**src/rtl/calc_pkg.sv**
```systemverilog
// Shared definitions for the calculator keypad front end and its downstream decoder.
package calc_pkg;

  // Scan FSM state encoding
  typedef enum logic [1:0] {
    SCAN     = 2'd0,
    DEBOUNCE = 2'd1,
    HELD     = 2'd2,
    RELEASE  = 2'd3
  } scan_state_e;

  localparam logic [3:0] COLS_IDLE = 4'b1111;  // no column pulled low
  localparam logic [3:0] ROW_RESET = 4'b1110;  // row 0 driven low

  // Calculator function assigned to each key position
  typedef enum logic [3:0] {
    FN_D0  = 4'd0,  FN_D1  = 4'd1,  FN_D2  = 4'd2,  FN_D3  = 4'd3,
    FN_D4  = 4'd4,  FN_D5  = 4'd5,  FN_D6  = 4'd6,  FN_D7  = 4'd7,
    FN_D8  = 4'd8,  FN_D9  = 4'd9,  FN_ADD = 4'd10, FN_SUB = 4'd11,
    FN_MUL = 4'd12, FN_DIV = 4'd13, FN_EQ  = 4'd14, FN_CLR = 4'd15
  } calc_func_e;

  // Key code {row, col} to function; layout is 7 8 9 / | 4 5 6 * | 1 2 3 - | C 0 = +
  function automatic calc_func_e key_to_func(input logic [3:0] code);
    calc_func_e fn;
    case (code)
      4'h0: fn = FN_D7;  4'h1: fn = FN_D8;  4'h2: fn = FN_D9;  4'h3: fn = FN_DIV;
      4'h4: fn = FN_D4;  4'h5: fn = FN_D5;  4'h6: fn = FN_D6;  4'h7: fn = FN_MUL;
      4'h8: fn = FN_D1;  4'h9: fn = FN_D2;  4'hA: fn = FN_D3;  4'hB: fn = FN_SUB;
      4'hC: fn = FN_CLR; 4'hD: fn = FN_D0;  4'hE: fn = FN_EQ;  default: fn = FN_ADD;
    endcase
    return fn;
  endfunction

  // Index of the lowest-numbered low column; column 0 wins ties
  function automatic logic [1:0] col_enc(input logic [3:0] cols_n);
    logic [1:0] idx;
    if (!cols_n[0])      idx = 2'd0;
    else if (!cols_n[1]) idx = 2'd1;
    else if (!cols_n[2]) idx = 2'd2;
    else                 idx = 2'd3;
    return idx;
  endfunction

  // One-hot-low row drive for a row index (ROW_RESET rotated left)
  function automatic logic [3:0] row_drive(input logic [1:0] idx);
    logic [3:0] drv;
    case (idx)
      2'd0:    drv = ROW_RESET;
      2'd1:    drv = {ROW_RESET[2:0], ROW_RESET[3]};
      2'd2:    drv = {ROW_RESET[1:0], ROW_RESET[3:2]};
      default: drv = {ROW_RESET[0],   ROW_RESET[3:1]};
    endcase
    return drv;
  endfunction

endpackage

```
**src/rtl/col_sync.sv**
```systemverilog
// Two-flop synchroniser bringing the asynchronous keypad columns into the clck domain.
module col_sync
  import calc_pkg::*;
(
  input  logic       clck,
  input  logic       reste,
  input  logic [3:0] col_n_i,
  output logic [3:0] col_s_o
);

  logic [3:0] meta_q;
  logic [3:0] sync_q;

  // Shift the raw columns through two flops; reset to the idle (all-high) pattern
  always_ff @(posedge clck) begin
    // NOTE: reset is sampled on the clock edge; there is no memory array here, so every flop gets a reset value.
    if (!reste) begin
      meta_q <= COLS_IDLE;
      sync_q <= COLS_IDLE;
    end else begin
      // NOTE: non-blocking assignments so sync_q takes meta_q's pre-edge value, giving two real stages.
      meta_q <= col_n_i;
      sync_q <= meta_q;
    end
  end

  assign col_s_o = sync_q;

endmodule

```
**src/rtl/keypad_scan_encoder.sv**
```systemverilog
// 4x4 keypad scanner: row rotation, press/release debounce and {row,col} key encoding.
module keypad_scan_encoder
  import calc_pkg::*;
#(
  parameter int unsigned SCAN_DIV     = 1000,
  parameter int unsigned DEBOUNCE_CYC = 20000,
  parameter int unsigned CNT_W        = 16
) (
  input  logic       clck,
  input  logic       reste,
  input  logic [3:0] col_n,
  output logic [3:0] row_n,
  output logic [3:0] key_code,
  output logic       key_valid,
  output logic       key_held
);

  localparam logic [CNT_W-1:0] SCAN_LAST = CNT_W'(SCAN_DIV - 1);
  localparam logic [CNT_W-1:0] DEB_LAST  = CNT_W'(DEBOUNCE_CYC - 1);
  localparam logic [CNT_W-1:0] CNT_ONE   = CNT_W'(1);

  logic [3:0]       col_s;
  scan_state_e      state_q, state_d;
  logic [CNT_W-1:0] cnt_q, cnt_d;
  logic [1:0]       row_idx_q, row_idx_d;
  logic [3:0]       pat_q, pat_d;
  logic [3:0]       key_code_q, key_code_d;
  logic             key_valid_q, key_valid_d;
  logic             key_held_q, key_held_d;

  col_sync u_col_sync (
    .clck    (clck),
    .reste   (reste),
    .col_n_i (col_n),
    .col_s_o (col_s)
  );

  // State, counter, row index and output registers
  always_ff @(posedge clck) begin
    if (!reste) begin
      state_q     <= SCAN;
      cnt_q       <= '0;
      row_idx_q   <= 2'd0;
      pat_q       <= COLS_IDLE;
      key_code_q  <= 4'd0;
      key_valid_q <= 1'b0;
      key_held_q  <= 1'b0;
    end else begin
      state_q     <= state_d;
      cnt_q       <= cnt_d;
      row_idx_q   <= row_idx_d;
      pat_q       <= pat_d;
      key_code_q  <= key_code_d;
      key_valid_q <= key_valid_d;
      key_held_q  <= key_held_d;
    end
  end

  // Next-state logic: scan rows, debounce the press, wait for a debounced release
  always_comb begin
    // NOTE: every _d starts at its hold value so no branch leaves one unassigned and no latch is inferred.
    state_d     = state_q;
    cnt_d       = cnt_q;
    row_idx_d   = row_idx_q;
    pat_d       = pat_q;
    key_code_d  = key_code_q;
    key_valid_d = 1'b0;
    key_held_d  = key_held_q;

    unique case (state_q)
      SCAN: begin
        if (cnt_q == SCAN_LAST) begin
          cnt_d = '0;
          if (col_s == COLS_IDLE) begin
            row_idx_d = row_idx_q + 2'd1;
          end else begin
            pat_d   = col_s;
            state_d = DEBOUNCE;
          end
        end else begin
          cnt_d = cnt_q + CNT_ONE;
        end
      end

      DEBOUNCE: begin
        if (col_s != pat_q) begin
          // Bounce or release before the press settled: move on without a strobe
          cnt_d     = '0;
          row_idx_d = row_idx_q + 2'd1;
          state_d   = SCAN;
        end else if (cnt_q == DEB_LAST) begin
          cnt_d       = '0;
          key_code_d  = {row_idx_q, col_enc(pat_q)};
          key_valid_d = 1'b1;
          key_held_d  = 1'b1;
          state_d     = HELD;
        end else begin
          cnt_d = cnt_q + CNT_ONE;
        end
      end

      HELD: begin
        // Extra columns going low are rollover keys and are ignored
        if (col_s == COLS_IDLE) begin
          cnt_d   = '0;
          state_d = RELEASE;
        end
      end

      RELEASE: begin
        if (col_s != COLS_IDLE) begin
          cnt_d = '0;
        end else if (cnt_q == DEB_LAST) begin
          cnt_d      = '0;
          key_held_d = 1'b0;
          row_idx_d  = row_idx_q + 2'd1;
          state_d    = SCAN;
        end else begin
          cnt_d = cnt_q + CNT_ONE;
        end
      end

      default: state_d = SCAN;
    endcase
  end

  assign row_n     = row_drive(row_idx_q);
  assign key_code  = key_code_q;
  assign key_valid = key_valid_q;
  assign key_held  = key_held_q;

endmodule

```
**config.mk**
```make
export PLATFORM = sky130hd
export DESIGN_NAME = keypad_scan_encoder
export DESIGN_NICKNAME = d
export VERILOG_FILES = /design/src/rtl/calc_pkg.sv /design/src/rtl/col_sync.sv /design/src/rtl/keypad_scan_encoder.sv
export SDC_FILE = /design/constraint.sdc
export NUM_CORES = 1
export LEC_CHECK = 0
export ABC_AREA = 1
export CORE_AREA = 2 2 76 78
export DETAILED_ROUTE_END_ITERATION = 7
export DIE_AREA = 0 0 78 80
export DONT_BUFFER_PORTS = 1
export REMOVE_ABC_BUFFERS = 1
export SLEW_MARGIN = 10
export SYNTH_ARGS = -nofsm -noshare
export SYNTH_HDL_FRONTEND = slang
export SYNTH_SLANG_ARGS = --single-unit
```
**constraint.sdc**
```tcl
create_clock -name clck -period 3 [get_ports clck]
set_clock_uncertainty 0.15 [all_clocks]
set_input_delay 0.15 -clock clck [delete_from_list [all_inputs] [get_ports clck]]
set_output_delay 0.15 -clock clck [all_outputs]
set_load 0.01 [all_outputs]
```
==> run metrics <==
outcome=finished clean; Synth area leaders=dfxtp_1 37%, nand2_1 7.6%, inv_1 6.7%, nor2_2 5.4%, nand3_1 5.1%; Synth cell types=34; CTS buffer count=5; antenna violations before repair=0; gpl congestion=0.781; worst vdd rail ir drop=332 uV; XOR/XNOR Fraction of Synth Area=4.23%; measured slew at the worst slew-check pin=0.731 ns; Cell Count, Final, Fillers Out=357; maximum clock rate=552 MHz; hold depth=2; clk buf depth=2; Core Region=5410 sq um; root buffer cell=clkbuf_8; worst reg2reg startpoint=cnt_q[0]$_SDFFE_PN0N_; vias=1617; Antenna diodes=0; postcts setup bufs=0; Yosys top cell area share=36.7%; Worst Setup End Kind=flop; number of global-route vias before repair=1506; Tot GR Track Use=13.0%; slew margin rel.=51.1%; final hold vios=0; post-synthesis instance area=2070 sq um; RSZ-0062 raised after global routing=false; Row Count=27; pin count of the biggest net entering global routing=16; vias per cell=4.53; antenna-violating nets left=0; global route overflow=0; number of synthesized register bits=38; synth cell count leaders=42 x nand2_1, 38 x dfxtp_1, 37 x inv_1; Yosys top cell by area=dfxtp_1; worst hold path class=primary input to flop; Routed wire per std cell=10.3 microns; Synth async-reset ratio=0%; Main synth FF type=dfxtp_1; total of warnings raised by yosys=0; placed cells=344; CP arrival=1.87 ns; first-pass GRT wire length=6460 microns; Register-to-Register Path Depth=9; drt drc=0; pwr/cell area=440 nW/um^2; Nets=295; most frequent cell after synthesis=nand2_1; critical path required time=3.06 ns; Initial Utilization=38.3%; R2R Path End=key_code[1]$_SDFFE_PN0P_; Final TNS setup=0 ns; Clock Sinks=38; # IOs=16; complex-gate fraction of the synthesized area=7.31%; hold_sp=reste; DPL Wire Length=2780 microns; die height=80 microns; Max Fanout on Critical Path=8; Final min period=1.81 ns; multiplexer share of the synthesized area=0.483%; insertion delay to the later sink of the worst-skew pair=0.30 ns; chip width=78 microns; Hold Crit Endpoint=cnt_q[8]$_SDFFE_PN0N_; FF+latch area=761 sq um; setup violators final=0; DR iter-0 viols=57; fin. max-slew vios=0; CTS resizes=0; die area=6240 sq um; Final Cycle Share=60.4%; Post-Synth Adder-Cell Area=3.02%; combinational family with the most area after synthesis=simple AND/OR/NAND/NOR gates; H-tree levels=2; Simple-Gate Fraction of Synth Area=38.8%; fillers=548; layout cells sized above 1=23.2%; CP Launch Type=flop; drt pass-1 iters=4; drt total wl=3690 microns; gate count of the mapped netlist=276; Seq/Total Area, Yosys=36.7%; Pleak=0.999 nW; footprint of the multi-input gates=1110 sq um; cts hold-fix bufs=5; Clk pin slew, worst setup/hold paths=0.08 ns; number of synthesized flops with an enable pin=0; WS Path Type=flop to flop; CTS tree=done; Max-Cap Viols=0; syn_area_per_cell=7.51 sq um; Area growth syn-to-layout=11.1%; port buffer count=0; reg2reg setup slack=1.19 ns
cell families after synthesis:
logic type                 after synthesis
and+or+nand+nor                        145
buffers and inverters                   50
DFF                                     38
AOI/OAI and AO/OA                       27
xor gates and xnor gates                10
adders and majority gates                5
muxes                                    1
worst max path at each step:
stage | start | end | slack (ns)
after floorplan | cnt_q[0]$_SDFFE_PN0N_ | cnt_q[11]$_SDFFE_PN0N_ | 1.38
after global placement | cnt_q[0]$_SDFFE_PN0N_ | cnt_q[13]$_SDFFE_PN0N_ | 1.23
after detailed placement | cnt_q[0]$_SDFFE_PN0N_ | cnt_q[13]$_SDFFE_PN0N_ | 1.19
after CTS | cnt_q[0]$_SDFFE_PN0N_ | cnt_q[13]$_SDFFE_PN0N_ | 1.17
after global routing | cnt_q[0]$_SDFFE_PN0N_ | key_code[1]$_SDFFE_PN0P_ | 0.99
final | cnt_q[0]$_SDFFE_PN0N_ | key_code[1]$_SDFFE_PN0P_ | 1.19
sequential cells by signal (all words and copies together) (netlist names), named ones only:
signal              cells
cnt_q                  16
key_code                4
key_held                1
key_valid               1
pat_q                   4
row_idx_q               2
state_q                 1
u_col_sync.col_s_o      4
u_col_sync.meta_q       4
power by group:
group	internal (W)	total [W]	switching (W)
registers	0.000512	0.000518	0.00000578
logic	0.0000200	0.0000474	0.0000274
clock network	0.000247	0.000447	0.000199
placed cells by master (no fill, tap or decap), types with 8 or more instances in the layout:
| cell | netlist | final |
|---|---|---|
| a21oi_1 | 12 | 12 |
| nor2_1 | 28 | 28 |
| or2_2 | 8 | 8 |
| nand2_1 | 42 | 42 |
| xor2_1 | 8 | 8 |
| dfxtp_1 | 38 | 38 |
| nand3_1 | 21 | 21 |
| nor2_2 | 18 | 18 |
| inv_2 | 8 | 8 |
| inv_1 | 37 | 37 |
| nand2_2 | 9 | 9 |
| o21ai_0 | 11 | 11 |
through the flow:
stage	setup slack, ns	util, %	hold slack [ns]	power [W]	area (sq um)
2_1_floorplan	1.38	-	0.107	0.000562	2050
3_3_place_gp	1.23	39.6	0.107	0.000569	2140
3_5_place_dp	1.19	39.6	0.109	0.000570	2140
4_1_cts	1.17	42.6	0.0385	0.00103	2300
5_1_grt	0.993	42.6	0.111	0.00105	2300
6_report	1.19	42.6	0.0387	0.00101	2300
layout make-up:
cell class                      count  area share, %
Sequential cell                    38           33.0
Clock inverter                      3           1.96
Clock buffer                        5           2.99
Inverter                           46           7.50
Tap cell                           72           3.91
Multi-Input combinational cell    188           48.4
Timing Repair Buffer                5           2.17
metal layers:
metal / GRT usage [%] / routed length [microns]
met3: 3.51 / 122
met1: 15.8 / 1830
met2: 22.2 / 1690
met5: 0 / 0
met4: 4.74 / 44
critical path: stages (launching register included):
cell	delay, ns
dfxtp_1	0.37
ha_1	0.23
nand2_1	0.08
inv_2	0.08
nand2_2	0.07
nor2_2	0.13
nand2_4	0.09
nor2_4	0.22
nand2_2	0.10
o31ai_2	0.20
Note: power is estimated with default switching activity, not from simulation.
